<file path="src/rtl/tag_cam_lookup_if.sv">
// tag_cam_lookup_if: lookup request / response handshake bundle for tag_cam_lookup.
//   slave  modport (CAM side):       lookupValid, lookupTag, respReady in;
//                                    lookupReady, respValid, respHit, respIdx, respMultiHit out
//   master modport (requester side): the reverse
interface tag_cam_lookup_if #(
  parameter int LOG_DEPTH = 3,
  parameter int TAG_SIZE  = 64
);
  logic                 lookupValid;
  logic                 lookupReady;
  logic [TAG_SIZE-1:0]  lookupTag;
  logic                 respValid;
  logic                 respReady;
  logic                 respHit;
  logic [LOG_DEPTH-1:0] respIdx;
  logic                 respMultiHit;

  modport master (
    output lookupValid, lookupTag, respReady,
    input  lookupReady, respValid, respHit, respIdx, respMultiHit
  );

  modport slave (
    input  lookupValid, lookupTag, respReady,
    output lookupReady, respValid, respHit, respIdx, respMultiHit
  );
endinterface

</file>
<file path="src/rtl/tag_cam_lookup.sv">
// tag_cam_lookup: pipelined tag CAM with per-entry valid bits.
//   Lookups enter stage A (request register), are compared in stage B against
//   the current array and land in the response register.
//   Optional feature macro: TAG_CAM_MULTIHIT_EN (adds the registered multi-hit flag;
//   when undefined respMultiHit is tied to 0).
// Ports:
//   clk, resetN         clock, asynchronous active-low reset
//   wrEn/wrIdx/wrTag    write a tag and set its valid bit
//   invEn/invIdx        clear one valid bit
//   flush               clear all valid bits (lowest maintenance priority)
//   lk                  lookup request / response handshake (slave modport)
//   freeIdx, full       lowest invalid entry, all-valid flag (from current valid vector)
//   count               registered number of valid entries
module tag_cam_lookup #(
  parameter int LOG_DEPTH = 3,
  parameter int TAG_SIZE  = 64
) (
  input  logic                 clk,
  input  logic                 resetN,
  input  logic                 wrEn,
  input  logic [LOG_DEPTH-1:0] wrIdx,
  input  logic [TAG_SIZE-1:0]  wrTag,
  input  logic                 invEn,
  input  logic [LOG_DEPTH-1:0] invIdx,
  input  logic                 flush,
  tag_cam_lookup_if.slave      lk,
  output logic [LOG_DEPTH-1:0] freeIdx,
  output logic                 full,
  output logic [LOG_DEPTH:0]   count
);
  localparam int DEPTH = 1 << LOG_DEPTH;

  logic [TAG_SIZE-1:0]  tags [DEPTH];
  logic [DEPTH-1:0]     valid_q;
  logic [DEPTH-1:0]     valid_nxt;
  logic [LOG_DEPTH:0]   count_q;

  logic                 a_valid;
  logic [TAG_SIZE-1:0]  a_tag;
  logic                 r_valid;
  logic                 r_hit;
  logic [LOG_DEPTH-1:0] r_idx;

  logic [DEPTH-1:0]     match;
  logic                 hit_c;
  logic [LOG_DEPTH-1:0] idx_c;
  logic                 stall;

  function automatic logic [LOG_DEPTH:0] popcnt(input logic [DEPTH-1:0] v);
    logic [LOG_DEPTH:0] c;
    c = '0;
    for (int i = 0; i < DEPTH; i++) c = c + {{LOG_DEPTH{1'b0}}, v[i]};
    return c;
  endfunction

  // Per-entry priority: write > invalidate > flush.
  always_comb begin
    valid_nxt = valid_q;
    for (int i = 0; i < DEPTH; i++) begin
      if (wrEn && wrIdx == LOG_DEPTH'(i))       valid_nxt[i] = 1'b1;
      else if (invEn && invIdx == LOG_DEPTH'(i)) valid_nxt[i] = 1'b0;
      else if (flush)                            valid_nxt[i] = 1'b0;
    end
  end

  always_ff @(posedge clk) begin
    if (wrEn) tags[wrIdx] <= wrTag;
  end

  always_ff @(posedge clk or negedge resetN) begin
    if (!resetN) begin
      valid_q <= '0;
      count_q <= '0;
    end else begin
      valid_q <= valid_nxt;
      count_q <= popcnt(valid_nxt);
    end
  end

  // Descending scan so the lowest invalid index wins.
  always_comb begin
    freeIdx = '0;
    for (int i = DEPTH - 1; i >= 0; i--) begin
      if (!valid_q[i]) freeIdx = LOG_DEPTH'(i);
    end
  end

  assign full  = &valid_q;
  assign count = count_q;

  // Ascending scan so the highest matching index wins.
  always_comb begin
    idx_c = '0;
    for (int i = 0; i < DEPTH; i++) begin
      match[i] = valid_q[i] && (tags[i] == a_tag);
      if (match[i]) idx_c = LOG_DEPTH'(i);
    end
  end

  assign hit_c = |match;

  assign stall          = r_valid && !lk.respReady;
  assign lk.lookupReady = !(a_valid && stall);

  always_ff @(posedge clk or negedge resetN) begin
    if (!resetN) begin
      a_valid <= 1'b0;
      a_tag   <= '0;
      r_valid <= 1'b0;
      r_hit   <= 1'b0;
      r_idx   <= '0;
    end else begin
      if (lk.lookupReady) begin
        a_valid <= lk.lookupValid;
        if (lk.lookupValid) a_tag <= lk.lookupTag;
      end
      // A held response stays frozen; only a fresh compare reloads the payload.
      if (!stall) begin
        r_valid <= a_valid;
        if (a_valid) begin
          r_hit <= hit_c;
          r_idx <= idx_c;
        end
      end
    end
  end

  assign lk.respValid = r_valid;
  assign lk.respHit   = r_hit;
  assign lk.respIdx   = r_idx;

`ifdef TAG_CAM_MULTIHIT_EN
  logic r_multi;
  // More than one bit set: clearing the lowest set bit leaves something behind.
  always_ff @(posedge clk or negedge resetN) begin
    if (!resetN) r_multi <= 1'b0;
    else if (!stall && a_valid) r_multi <= (match & (match - DEPTH'(1))) != '0;
  end
  assign lk.respMultiHit = r_multi;
`else
  assign lk.respMultiHit = 1'b0;
`endif

endmodule
</file>
<file path="src/flat_wrapper.sv">
// flat-port wrapper written by rule: the top's interface ports become plain ports
module tag_cam_lookup_flat 
#(
  parameter int LOG_DEPTH = 3,
  parameter int TAG_SIZE  = 64
)
  (clk, resetN, wrEn, wrIdx, wrTag, invEn, invIdx, flush, freeIdx, full, count, lk_lookupValid, lk_lookupTag, lk_respReady, lk_lookupReady, lk_respValid, lk_respHit, lk_respIdx, lk_respMultiHit);
  tag_cam_lookup_if #(.LOG_DEPTH(LOG_DEPTH), .TAG_SIZE(TAG_SIZE)) lk_i ();
  input  logic clk;
  input  logic resetN;
  input  logic wrEn;
  input  logic [LOG_DEPTH-1:0] wrIdx;
  input  logic [TAG_SIZE-1:0] wrTag;
  input  logic invEn;
  input  logic [LOG_DEPTH-1:0] invIdx;
  input  logic flush;
  output logic [LOG_DEPTH-1:0] freeIdx;
  output logic full;
  output logic [LOG_DEPTH:0] count;
  input wire logic [$bits(lk_i.lookupValid)-1:0] lk_lookupValid;
  input wire logic [$bits(lk_i.lookupTag)-1:0] lk_lookupTag;
  input wire logic [$bits(lk_i.respReady)-1:0] lk_respReady;
  output wire logic [$bits(lk_i.lookupReady)-1:0] lk_lookupReady;
  output wire logic [$bits(lk_i.respValid)-1:0] lk_respValid;
  output wire logic [$bits(lk_i.respHit)-1:0] lk_respHit;
  output wire logic [$bits(lk_i.respIdx)-1:0] lk_respIdx;
  output wire logic [$bits(lk_i.respMultiHit)-1:0] lk_respMultiHit;
  assign lk_i.lookupValid = lk_lookupValid;
  assign lk_i.lookupTag = lk_lookupTag;
  assign lk_i.respReady = lk_respReady;
  assign lk_lookupReady = lk_i.lookupReady;
  assign lk_respValid = lk_i.respValid;
  assign lk_respHit = lk_i.respHit;
  assign lk_respIdx = lk_i.respIdx;
  assign lk_respMultiHit = lk_i.respMultiHit;
  tag_cam_lookup #(.LOG_DEPTH(LOG_DEPTH), .TAG_SIZE(TAG_SIZE)) u_core (.clk(clk), .resetN(resetN), .wrEn(wrEn), .wrIdx(wrIdx), .wrTag(wrTag), .invEn(invEn), .invIdx(invIdx), .flush(flush), .lk(lk_i), .freeIdx(freeIdx), .full(full), .count(count));
endmodule
</file>
<file path="config.mk">
export PLATFORM = sky130hd
export DESIGN_NAME = tag_cam_lookup_flat
export DESIGN_NICKNAME = d
export VERILOG_FILES = /design/src/rtl/tag_cam_lookup_if.sv /design/src/rtl/tag_cam_lookup.sv /design/src/flat_wrapper.sv
export SDC_FILE = /design/constraint.sdc
export NUM_CORES = 1
export LEC_CHECK = 0
export BUFFER_PORTS_ARGS = -buffer_cell sky130_fd_sc_hd__buf_2
export CAP_MARGIN = 20
export CORE_MARGIN = 1.5
export CORE_UTILIZATION = 50
export DETAILED_ROUTE_END_ITERATION = 7
export PLACE_DENSITY_LB_ADDON = 0.15
export SLEW_MARGIN = 20
export SYNTH_ARGS = -nofsm -noshare
export SYNTH_HDL_FRONTEND = slang
export SYNTH_SLANG_ARGS = --single-unit
</file>
<file path="constraint.sdc">
create_clock -name clk -period 6.9 [get_ports clk]
set_input_delay 0 -clock clk [delete_from_list [all_inputs] [get_ports clk]]
set_output_delay 0 -clock clk [all_outputs]
set_load 0.01 [all_outputs]
</file>
# Word-level counts from Yosys, hierarchy flattened
# Memory sizes are Yosys's and may differ from the RTL's.
# Index checks and enable logic that the tools add are counted.
[totals] ramBits=512 output_inout_bits=15 elab_cells=114 input_bits=141 ff_bits=82 memories=1
[classes] n_reduce_logical=34 bitwise=2 n_eq_ne=22 muxes=41 n_addsub=7
[memory_table] memory="u_core.tags" words=8 word_bits=64 rd=8 rd_ports_with_merged_regs=0 write_ports=1 line="tag_cam_lookup.sv:33" source="logic [TAG_SIZE-1:0] tags [DEPTH];"
[op_table] cell="$eq 64x64->1" n=8
[op_table] cell="$mux 3" n=12
[op_table] cell="$mux 1" n=27
[op_table] cell="$logic_and 1x1->1" n=26
[op_table] cell="$add 4x1->4" n=6
[op_table] cell="$eq 3x3->1 const B" n=8
[op_table] cell="$eq 3x2->1 const B" n=4
[op_table] cell="$reduce_and 8->1" n=1
[op_table] cell="$reduce_or 8->1" n=1
[op_table] cell="$eq 3x1->1 const B" n=2
[op_table] cell="$logic_not 3->1" n=2
[op_table] cell="$mux 2" n=2
[op_table] cell="$reduce_and 2->1" n=2
[op_table] cell="$add 1x1->2" n=1
[op_table] cell="$logic_not 1->1" n=2
[op_table] cell="$not 1->1" n=2

# Depth between registers and ports, before layout
# Gate-level depths: netlist (run 1).
[depth] ltp_word=11 ltp_mapped=11 depth_no_buf=11

# Worst setup path before layout (run 1)
# OpenSTA, ideal clock, no wires.
[synth_timing] path_type="input to register" startpoint="input wrIdx[0]" endpoint="register u_core.count_q[2] (netlist: u_core.count[2])" path_buffers=0 required_ps=6777 arrival_time_ps=7134 setup_time_ps=123 setup_slack_ps=-356 cell_stages=10 cell_sequence="nand2b_1 nor3_1 nand2b_1 ha_1 inv_1 fa_1 fa_1 fa_1 fa_1 xnor2_1"
[synth_via] elab_chain_len=10 word_cells_on_any_way=31 cone_classes="add/sub: 7; eq/ne: 7; mux: 8; reduce/logical: 9"
[synth_rtl] item="start, declared" line="flat_wrapper.sv:12" source="input logic [LOG_DEPTH-1:0] wrIdx;"
[synth_rtl] item="$logic_not 3->1" line="tag_cam_lookup.sv:60" source="if (wrEn && wrIdx == LOG_DEPTH'(i)) valid_nxt[i] = 1'b1;"
[synth_rtl] item="$logic_and 1x1->1" line="tag_cam_lookup.sv:60"
[synth_rtl] item="$mux 1" line="tag_cam_lookup.sv:60"
[synth_rtl] item="net u_core.valid_nxt[0]" line="tag_cam_lookup.sv:35" source="logic [DEPTH-1:0] valid_nxt;"
[synth_rtl] item="$add 1x1->2" line="tag_cam_lookup.sv:52" source="for (int i = 0; i < DEPTH; i++) c = c + {{LOG_DEPTH{1'b0}}, v[i]};"
[synth_rtl] item="$add 4x1->4 (6 in a row)" line="tag_cam_lookup.sv:52"
[synth_rtl] item="end signal, assigned" line="tag_cam_lookup.sv:76" source="count_q <= popcnt(valid_nxt);"
[synth_rtl] item="end, declared" line="tag_cam_lookup.sv:36" source="logic [LOG_DEPTH:0] count_q;"
# The timed path passes the listed nets, and every way through them passes these cells.
# A chain may end at the register's enable or synchronous reset.

# Final worst setup path (run 1)
[layout_timing] startpoint="register u_core.valid_q[1]" endpoint="register u_core.count_q[2] (netlist: u_core.count[2])"
[layout_via] elab_chain_len=10
[layout_rtl] item="start, declared" line="tag_cam_lookup.sv:34" source="logic [DEPTH-1:0] valid_q;"
[layout_rtl] item="start signal, assigned" line="tag_cam_lookup.sv:75" source="valid_q <= valid_nxt;"
[layout_rtl] item="$mux 1" line="tag_cam_lookup.sv:62" source="else if (flush) valid_nxt[i] = 1'b0;"
[layout_rtl] item="$mux 1" line="tag_cam_lookup.sv:61" source="else if (invEn && invIdx == LOG_DEPTH'(i)) valid_nxt[i] = 1'b0;"
[layout_rtl] item="$mux 1" line="tag_cam_lookup.sv:60"
[layout_rtl] item="net u_core.valid_nxt[1]" line="tag_cam_lookup.sv:35"
[layout_rtl] item="$add 1x1->2" line="tag_cam_lookup.sv:52"
[layout_rtl] item="$add 4x1->4 (6 in a row)" line="tag_cam_lookup.sv:52"
# The timed path passes the listed nets, and every way through them passes these cells.

==> results of run 1 <==
## worst paths after layout
| kind | slack, ns | to | depth (start not counted) | start |
|---|---|---|---|---|
| min reg2reg | 0.50 | u_core.lk.respValid$_DFFE_PN0N_ | 1 | u_core.a_valid$_DFFE_PN0N_ |
| min | 0.09 | u_core.tags[6][20]$_DFFE_PP_ | 3 | wrIdx[1] |
| max | 3.19 | u_core.count[2]$_DFF_PN0_ | 10 | u_core.valid_q[1]$_DFF_PN0_ |
| max in group asynchronous | 5.76 | u_core.a_tag[38]$_DFFE_PN0P_ | 4 | resetN |
| min in group asynchronous | 0.45 | u_core.a_tag[53]$_DFFE_PN0P_ | 4 | resetN |
| max reg2reg | 3.19 | u_core.count[2]$_DFF_PN0_ | 10 | u_core.valid_q[1]$_DFF_PN0_ |
## per-layer routing
layer / global-route usage (%) / vias to the layer above / routed length, um
li1: - / 6561 / -
met1: 50.2 / 8116 / 36600
met2: 57.4 / 881 / 42600
met3: 4.14 / 142 / 7160
met4: 13.7 / 0 / 3540
met5: 0 / - / 0
## stage by stage
stage                     utilization, %  cells  worst slack (ns)
after floorplan                        -   1598              1.46
after global placement              53.8   2368              3.03
after detailed placement            53.9   2369              2.99
after CTS                           61.3   2633              3.23
after global routing                61.3   2633              3.08
final                               61.3   2634              3.19
## cells in the final DEF, fill, tap and decap left out, types with 7 or more instances in the layout
master	instances
o2bb2ai_1	19
nor4_1	69
nor3_1	10
a221oi_1	10
nand3_1	11
a21oi_1	7
nand4_1	67
dlygate4sd3_1	147
nand2b_1	35
buf_2	154
a22o_1	21
o22ai_1	28
xnor2_1	208
clkbuf_16	62
clkinv_1	8
o21ai_0	10
edfxtp_1	512
xor2_1	187
clkbuf_1	17
nor2_1	11
dfrtp_1	82
mux2_2	64
o2111ai_1	8
inv_1	79
bufinv_16	8
clkbuf_8	10
buf_4	25
nand2_1	18
## power by group through the flow
stage                     clock network (mW)  registers [mW]  logic, mW
after global routing                    3.66            4.39       1.20
final                                   3.50            4.38       1.15
after detailed placement                   0            4.45       1.07
after floorplan                            0            4.21      0.721
after CTS                               3.53            4.37       1.14
after global placement                     0            4.44       1.07
## synthesized netlist by cell type (all sizes together) (10+ instances only)
| library cell | number |
|---|---|
| nand3 | 11 |
| inv | 81 |
| clkbuf | 27 |
| nor3 | 12 |
| edfxtp | 512 |
| o22ai | 28 |
| nor4 | 73 |
| xor2 | 187 |
| nand2 | 19 |
| nand4 | 67 |
| nor2 | 17 |
| o2bb2ai | 19 |
| xnor2 | 208 |
| nand2b | 35 |
| a22o | 22 |
| buf | 45 |
| dfrtp | 82 |
| a221oi | 10 |
| o21ai | 10 |
| mux2 | 64 |
## critical path, delay by kind of cell, from the launching register on
kind	cells	cell delay, ns
adder cells (fa/ha/maj)	5	1.99
buffers and inverters	2	0.67
flip-flops	1	0.53
AO/OA/AOI/OAI	1	0.16
XOR/XNOR	1	0.14
AND/OR/NAND/NOR	1	0.10
## layout make-up
class	count	area, um2	area share [%]
diodes	1	2.50	0.00833
inverters	81	307	1.02
flip-flops and latches	594	17400	58.0
multi-input cells	851	6890	22.9
clock buffers	89	1750	5.83
well taps	664	831	2.76
repair buffers	327	2450	8.15
clock inverters	27	388	1.29
## registers in the layout (all words and copies together), names as in the netlist
signal and flops:
u_core.valid_q 8, u_core.count 4, u_core.lk.respValid 1, u_core.lk.respIdx 3
u_core.lk.respHit 1, u_core.a_tag 64, u_core.a_valid 1, u_core.tags 512
## what timing repair did
action | 4_1_cts | 5_1_grt
setup buffers | 0 | 0
hold endpoints to repair | 622 | 0
gates resized for setup | 0 | 0
hold buffers | 148 | 0
## kinds of logic after synthesis
logic type      synth area share (%)
simple gates                    5.82
other cells                   0.0151
xor+xnor                        13.9
flops                           70.1
mux                             2.90
buf+inv                         2.61
compound gates                  4.22
fa+ha+maj                      0.473
==> impl_metrics.py, run 1 <==
metrics = {
    "drt": {
        "route.final.wire_length_um": 89800,
        "vias_per_cell": 5.96,
        "drt.antenna.violating_nets": 0,
        "detail_route.drc_violations": 0,
        "first_pass_iters": 5,
        "drtIter0Drc": 2027,
        "route.vias.total": 15700,
        "detail_route.wl_per_cell_um": 34.1,
    },
    "critical_path": {
        "critical_path.cell_chain": "o211ai_1 -> dlygate4sd3_1 -> nand2b_1 -> ha_1 -> inv_1 -> fa_1 -> fa_1 -> fa_1 -> fa_1 -> xnor2_1",
        "critPathRequiredTime_ns": 7.42,
        "setup.worst_path.end_class": "flop",
        "cp.arrival_ns": 4.23,
        "critical_path_cell_with_the_highest_stage_delay": "dlygate4sd3_1",
        "crit_path_max_fanout": 5,
        "critical_path_class": "flop to flop",
        "crit_top_cell": "fa_1",
        "worst_path_largest_cell_delay_ns": 0.60,
        "critical_path.startpoint_type": "flop",
    },
    "floorplan": {
        "chipHeight_um": 226,
        "design.core.area_um2": 49100,
        "design.die.area_um2": 51100,
        "fp.dieW_um": 226,
        "num_rows": 81,
        "io_pins": 156,
        "initial_core_util_pct": 50.7,
    },
    "layout": {
        "filler_cell_count": 3803,
        "total_nets_final": 2064,
        "post_route_cells_drive_above_1_share_pct": 17.9,
        "finish.instance_area_um2": 30100,
        "areaGrowthSynthToFinish_pct": 20.8,
    },
    "sta": {
        "rsz0062_at_grt": "no",
        "timing.final.max_slew_violations": 0,
        "finClkSkew_ns": 0.0171,
        "timing.final.setup_violations": 0,
        "timing.final.crit_share_pct": 53.8,
        "finalWorstPathRequiredPeriod_ns": 3.71,
        "fin_setup_tns_ns": 0,
        "hold-worst-slack_ns": 0.0869,
        "max_slew.worst_pin.slew_ns": 1.22,
        "max_slew_margin_pct": 18.0,
        "fmaxAchievable_ghz": 0.269,
        "report.final.hold_viol_count": 0,
    },
    "flow_run": {
        "max_cap_violations": 0,
    },
    "synth": {
        "synth_edf_count": 512,
        "proportion_of_synthesized_chip_area_in_sequential_cells_pct": 70.1,
        "post_synth_inst_count": 1598,
        "synthArstFlopShare_pct": 13.8,
        "yosys_warnings": 0,
        "synth-main-ff-cell": "edfxtp_1",
        "leading_post_synthesis_cells_by_cell_area": "edfxtp_1, dfrtp_1, xnor2_1",
        "yosys.cell_types.count": 52,
        "post_synth_instance_area_um2": 24900,
        "yosys.area.top_type_share_pct": 61.8,
        "synth_fp_nets": 1746,
        "synth-seq-cells": 594,
        "yosysTopAreaCell": "edfxtp_1",
        "postSynthAreaPerCell_um2": 15.6,
    },
    "clocking": {
        "cts-buffers-inserted": 61,
        "clock-sinks": 594,
        "htreeDepth": 2,
        "clock_latency_ns": 0.65,
        "cts_tree": "built",
        "clock_tree_buffer_depth": 3,
        "clkSlewWorstSetupHoldPaths_ns": 0.06,
        "clockRootBuffer": "clkbuf_16",
    },
    "placed_design": {
        "hpwl_um": 61500,
        "gp_routability_congestion": 1.02,
        "portBuffers": 154,
        "post_dp_cell_area_um2": 26400,
    },
    "power": {
        "switching_power_mw": 2.44,
        "leakage_nw": 10.5,
        "p_total_mw": 9.04,
        "sequentialPowerShare_pct": 48.5,
        "ir_worst_vdd_mv": 0.271,
        "fraction_of_power_spent_switching_nets_pct": 27.0,
        "power_frac_clock_pct": 38.8,
        "comb_power_share_pct": 12.7,
        "pwr_density_cell_nw_per_um2": 301,
        "power.internal_mw": 6.60,
    },
    "worst_hold_path": {
        "hold_wc_path_type": "input pin to flop",
    },
    "global_routing": {
        "first_pass_grt_wire_length_um": 122000,
        "grt_util_all_layers_pct": 35.7,
        "grt_antenna_before_repair": 7,
        "grt_start_max_net_pins": 66,
        "grt_overflow": 0,
        "number_of_global_route_vias_before_repair": 15010,
    },
    "outcome": {
        "status": "completed",
    },
}
(Power assumes the default switching activity.)
==> run 2: changes to the inputs <==
- clock period: 6.9 -> 3 ns (I/O delays scaled with it)
==> run 2 against run 1 <==
Against the previous run: via count is 4.6% higher; non-clock buffer count grew 170; sequential share of layout area decreased by 2.6 points; critical endpoint unchanged; highest routed layer unchanged.
==> impl_metrics.py, run 2 (synthesized netlist as in run 1, its figures left out) <==
metrics = {
    "outcome": {
        "status": "completed",
    },
    "critical_path": {
        "critical_path_class": "input pin to flop",
        "rrSetupSlack_ns": 0.08,
        "cp.arrival_ns": 3.45,
        "critical_path.startpoint_type": "input pin",
        "crit_path_max_fanout": 2,
        "rr_endpoint": "u_core.count[2]$_DFF_PN0_",
        "worst-r2r-cell-count": 9,
        "critical_path.cell_chain": "dlygate4sd3_1 -> buf_2 -> nand2b_1 -> buf_4 -> o211ai_1 -> nand2b_1 -> ha_1 -> inv_1 -> fa_1 -> fa_1 -> fa_2 -> fa_1 -> xnor2_1",
        "crit_top_cell": "fa_1",
        "critical_path_cell_with_the_highest_stage_delay": "dlygate4sd3_1",
        "setup.worst_path.end_class": "flop",
        "worst_r2r_startpoint": "u_core.valid_q[0]$_DFF_PN0_",
        "worst_path_largest_cell_delay_ns": 0.56,
        "critPathRequiredTime_ns": 3.47,
    },
    "clocking": {
        "cts-buffers-inserted": 66,
        "clock_latency_ns": 0.62,
        "clock_tree_buffer_depth": 3,
        "htreeDepth": 3,
        "clockRootBuffer": "clkbuf_16",
        "cts_tree": "built",
        "clkSlewWorstSetupHoldPaths_ns": 0.06,
        "clock-sinks": 594,
    },
    "sta": {
        "timing.final.max_slew_violations": 0,
        "max_slew_margin_pct": 22.2,
        "max_slew.worst_pin.slew_ns": 1.17,
        "report.final.hold_viol_count": 0,
        "timing.final.crit_share_pct": 99.3,
        "hold-worst-slack_ns": 0.0316,
        "finalWorstPathRequiredPeriod_ns": 2.98,
        "worst_case_setup_margin_in_the_final_layout_ns": 0.0198,
        "finClkSkew_ns": 0.0270,
        "fmaxAchievable_ghz": 0.336,
        "timing.final.setup_violations": 0,
        "rsz0062_at_grt": "yes",
        "fin_setup_tns_ns": 0,
    },
    "layout": {
        "layout_top_registers": "u_core.tags (512), u_core.a_tag (64), u_core.valid_q (8)",
        "insertedDiodeCount": 0,
        "largest_register": "u_core.tags",
        "largest_reg_flops": 512,
        "areaGrowthSynthToFinish_pct": 26.5,
        "multiInputGateArea_um2": 6900,
        "filler_cell_count": 3707,
        "finalCoreUtilization_pct": 64.1,
        "seqCellArea_um2": 17400,
        "mostFrequentLayoutCell": "edfxtp_1",
        "number_of_cells_in_the_finished_layout_apart_from_fillers": 2807,
        "post_route_cells_drive_above_1_share_pct": 24.8,
        "finish.instance_area_um2": 31500,
        "layout_common_cells": "edfxtp_1, xnor2_1, xor2_1",
        "total_nets_final": 2239,
    },
    "drt": {
        "route.final.wire_length_um": 92500,
        "route.vias.total": 16422,
        "drtIter0Drc": 1820,
        "detail_route.wl_per_cell_um": 33.0,
        "detail_route.drc_violations": 0,
        "drt.antenna.violating_nets": 0,
        "first_pass_iters": 5,
        "vias_per_cell": 5.85,
    },
    "power": {
        "power.internal_mw": 15.4,
        "p_total_mw": 21.2,
        "ir_worst_vdd_mv": 0.636,
        "leakage_nw": 11.4,
        "sequentialPowerShare_pct": 46.4,
        "pwr_density_cell_nw_per_um2": 674,
        "comb_power_share_pct": 15.9,
        "power_frac_clock_pct": 37.7,
        "switching_power_mw": 5.78,
        "fraction_of_power_spent_switching_nets_pct": 27.2,
    },
    "global_routing": {
        "number_of_global_route_vias_before_repair": 16106,
        "grt_overflow": 0,
        "grt_util_all_layers_pct": 37.0,
        "first_pass_grt_wire_length_um": 126000,
        "grt_start_max_net_pins": 65,
        "grt_antenna_before_repair": 3,
    },
    "placed_design": {
        "placement.setup.worst_slack_ns": -0.0308,
        "dpl.cell_count": 2539,
        "portBuffers": 154,
        "post_dp_cell_area_um2": 27800,
        "gp_routability_congestion": 0.978,
        "hpwl_um": 65700,
    },
    "worst_hold_path": {
        "timing.hold.worst_path_depth": 4,
        "hold_wc_path_type": "input pin to flop",
        "launch_instance_of_the_worst_min_delay_path": "wrIdx[0]",
        "hold-path-endpoint": "u_core.tags[0][22]$_DFFE_PP_",
    },
    "floorplan": {
        "fp.dieW_um": 226,
        "io_pins": 156,
        "initial_core_util_pct": 50.7,
        "design.die.area_um2": 51100,
        "chipHeight_um": 226,
        "num_rows": 81,
        "design.core.area_um2": 49100,
    },
    "flow_run": {
        "max_cap_violations": 0,
    },
}
-- run 2: cell types whose count changed in the layout (fill, tap and decap cells not counted), moves of 2 or more --
cell / previous run / this run
buf_12: 1 / 12
buf_4: 25 / 185
bufinv_16: 8 / 3
clkbuf_1: 17 / 20
clkbuf_16: 62 / 69
clkbuf_8: 10 / 4
clkinv_1: 8 / 6
clkinv_16: 2 / 0
clkinv_2: 5 / 10
clkinv_8: 0 / 3
dfrtp_1: 82 / 78
dfrtp_2: 0 / 4
nor4_1: 69 / 71
nor4_2: 4 / 2
-- run 2: worst max-delay path: cells and delay by family --
family	cells	cell delay [ns]
adders and majority gates	5	2.02
buffers and inverters	4	0.89
and+or+nand+nor	2	0.25
AOI/OAI and AO/OA	1	0.16
xor gates and xnor gates	1	0.13
-- run 2: power by group through the flow --
stage	combinational [mW]	sequential, mW	clock [mW]
after CTS	3.32	9.82	8.05
final	3.38	9.83	7.99
after global routing	3.51	9.86	8.37
after global placement	3.14	9.98	0
after floorplan	1.66	9.67	0
after detailed placement	3.16	9.98	0
-- run 2: metal layers --
metal	vias to the layer above	global-route usage, %	part of all wire (%)
li1	6908	-	-
met1	8457	50.8	40
met2	899	59.4	47
met3	158	6.60	8.5
met4	0	12.9	3.7
met5	-	0	0
-- run 2: final cells by class --
type                            count  share of cell area (%)
Inverter                           81                   0.974
Sequential cell                   594                    55.4
Multi-Input combinational cell    851                    21.9
Clock buffer                       93                    5.90
Tap cell                          664                    2.64
Clock inverter                     27                   0.835
Timing Repair Buffer              497                    12.3
-- run 2: how the worst max path moves through the flow --
| stage | cells past startpoint | slack, ns | end | from |
|---|---|---|---|---|
| detailed placement | 11 | -0.03 | u_core.count[2]$_DFF_PN0_ | invIdx[2] |
| floorplan | 10 | -1.22 | u_core.count[2]$_DFF_PN0_ | wrIdx[0] |
| CTS | 9 | 0.03 | u_core.count[2]$_DFF_PN0_ | u_core.valid_q[0]$_DFF_PN0_ |
| global placement | 11 | -0.04 | u_core.count[1]$_DFF_PN0_ | invIdx[2] |
| finish | 13 | 0.02 | u_core.count[2]$_DFF_PN0_ | invIdx[2] |
| global route | 13 | -0.08 | u_core.count[1]$_DFF_PN0_ | invIdx[2] |
-- run 2: timing repair --
item | in CTS | in global routing
setup buffers | 0 | 1
hold buffers | 147 | 0
endpoints found under the hold margin | 673 | 0
gates resized for setup | 0 | 7
endpoints found under the setup margin | 0 | 6
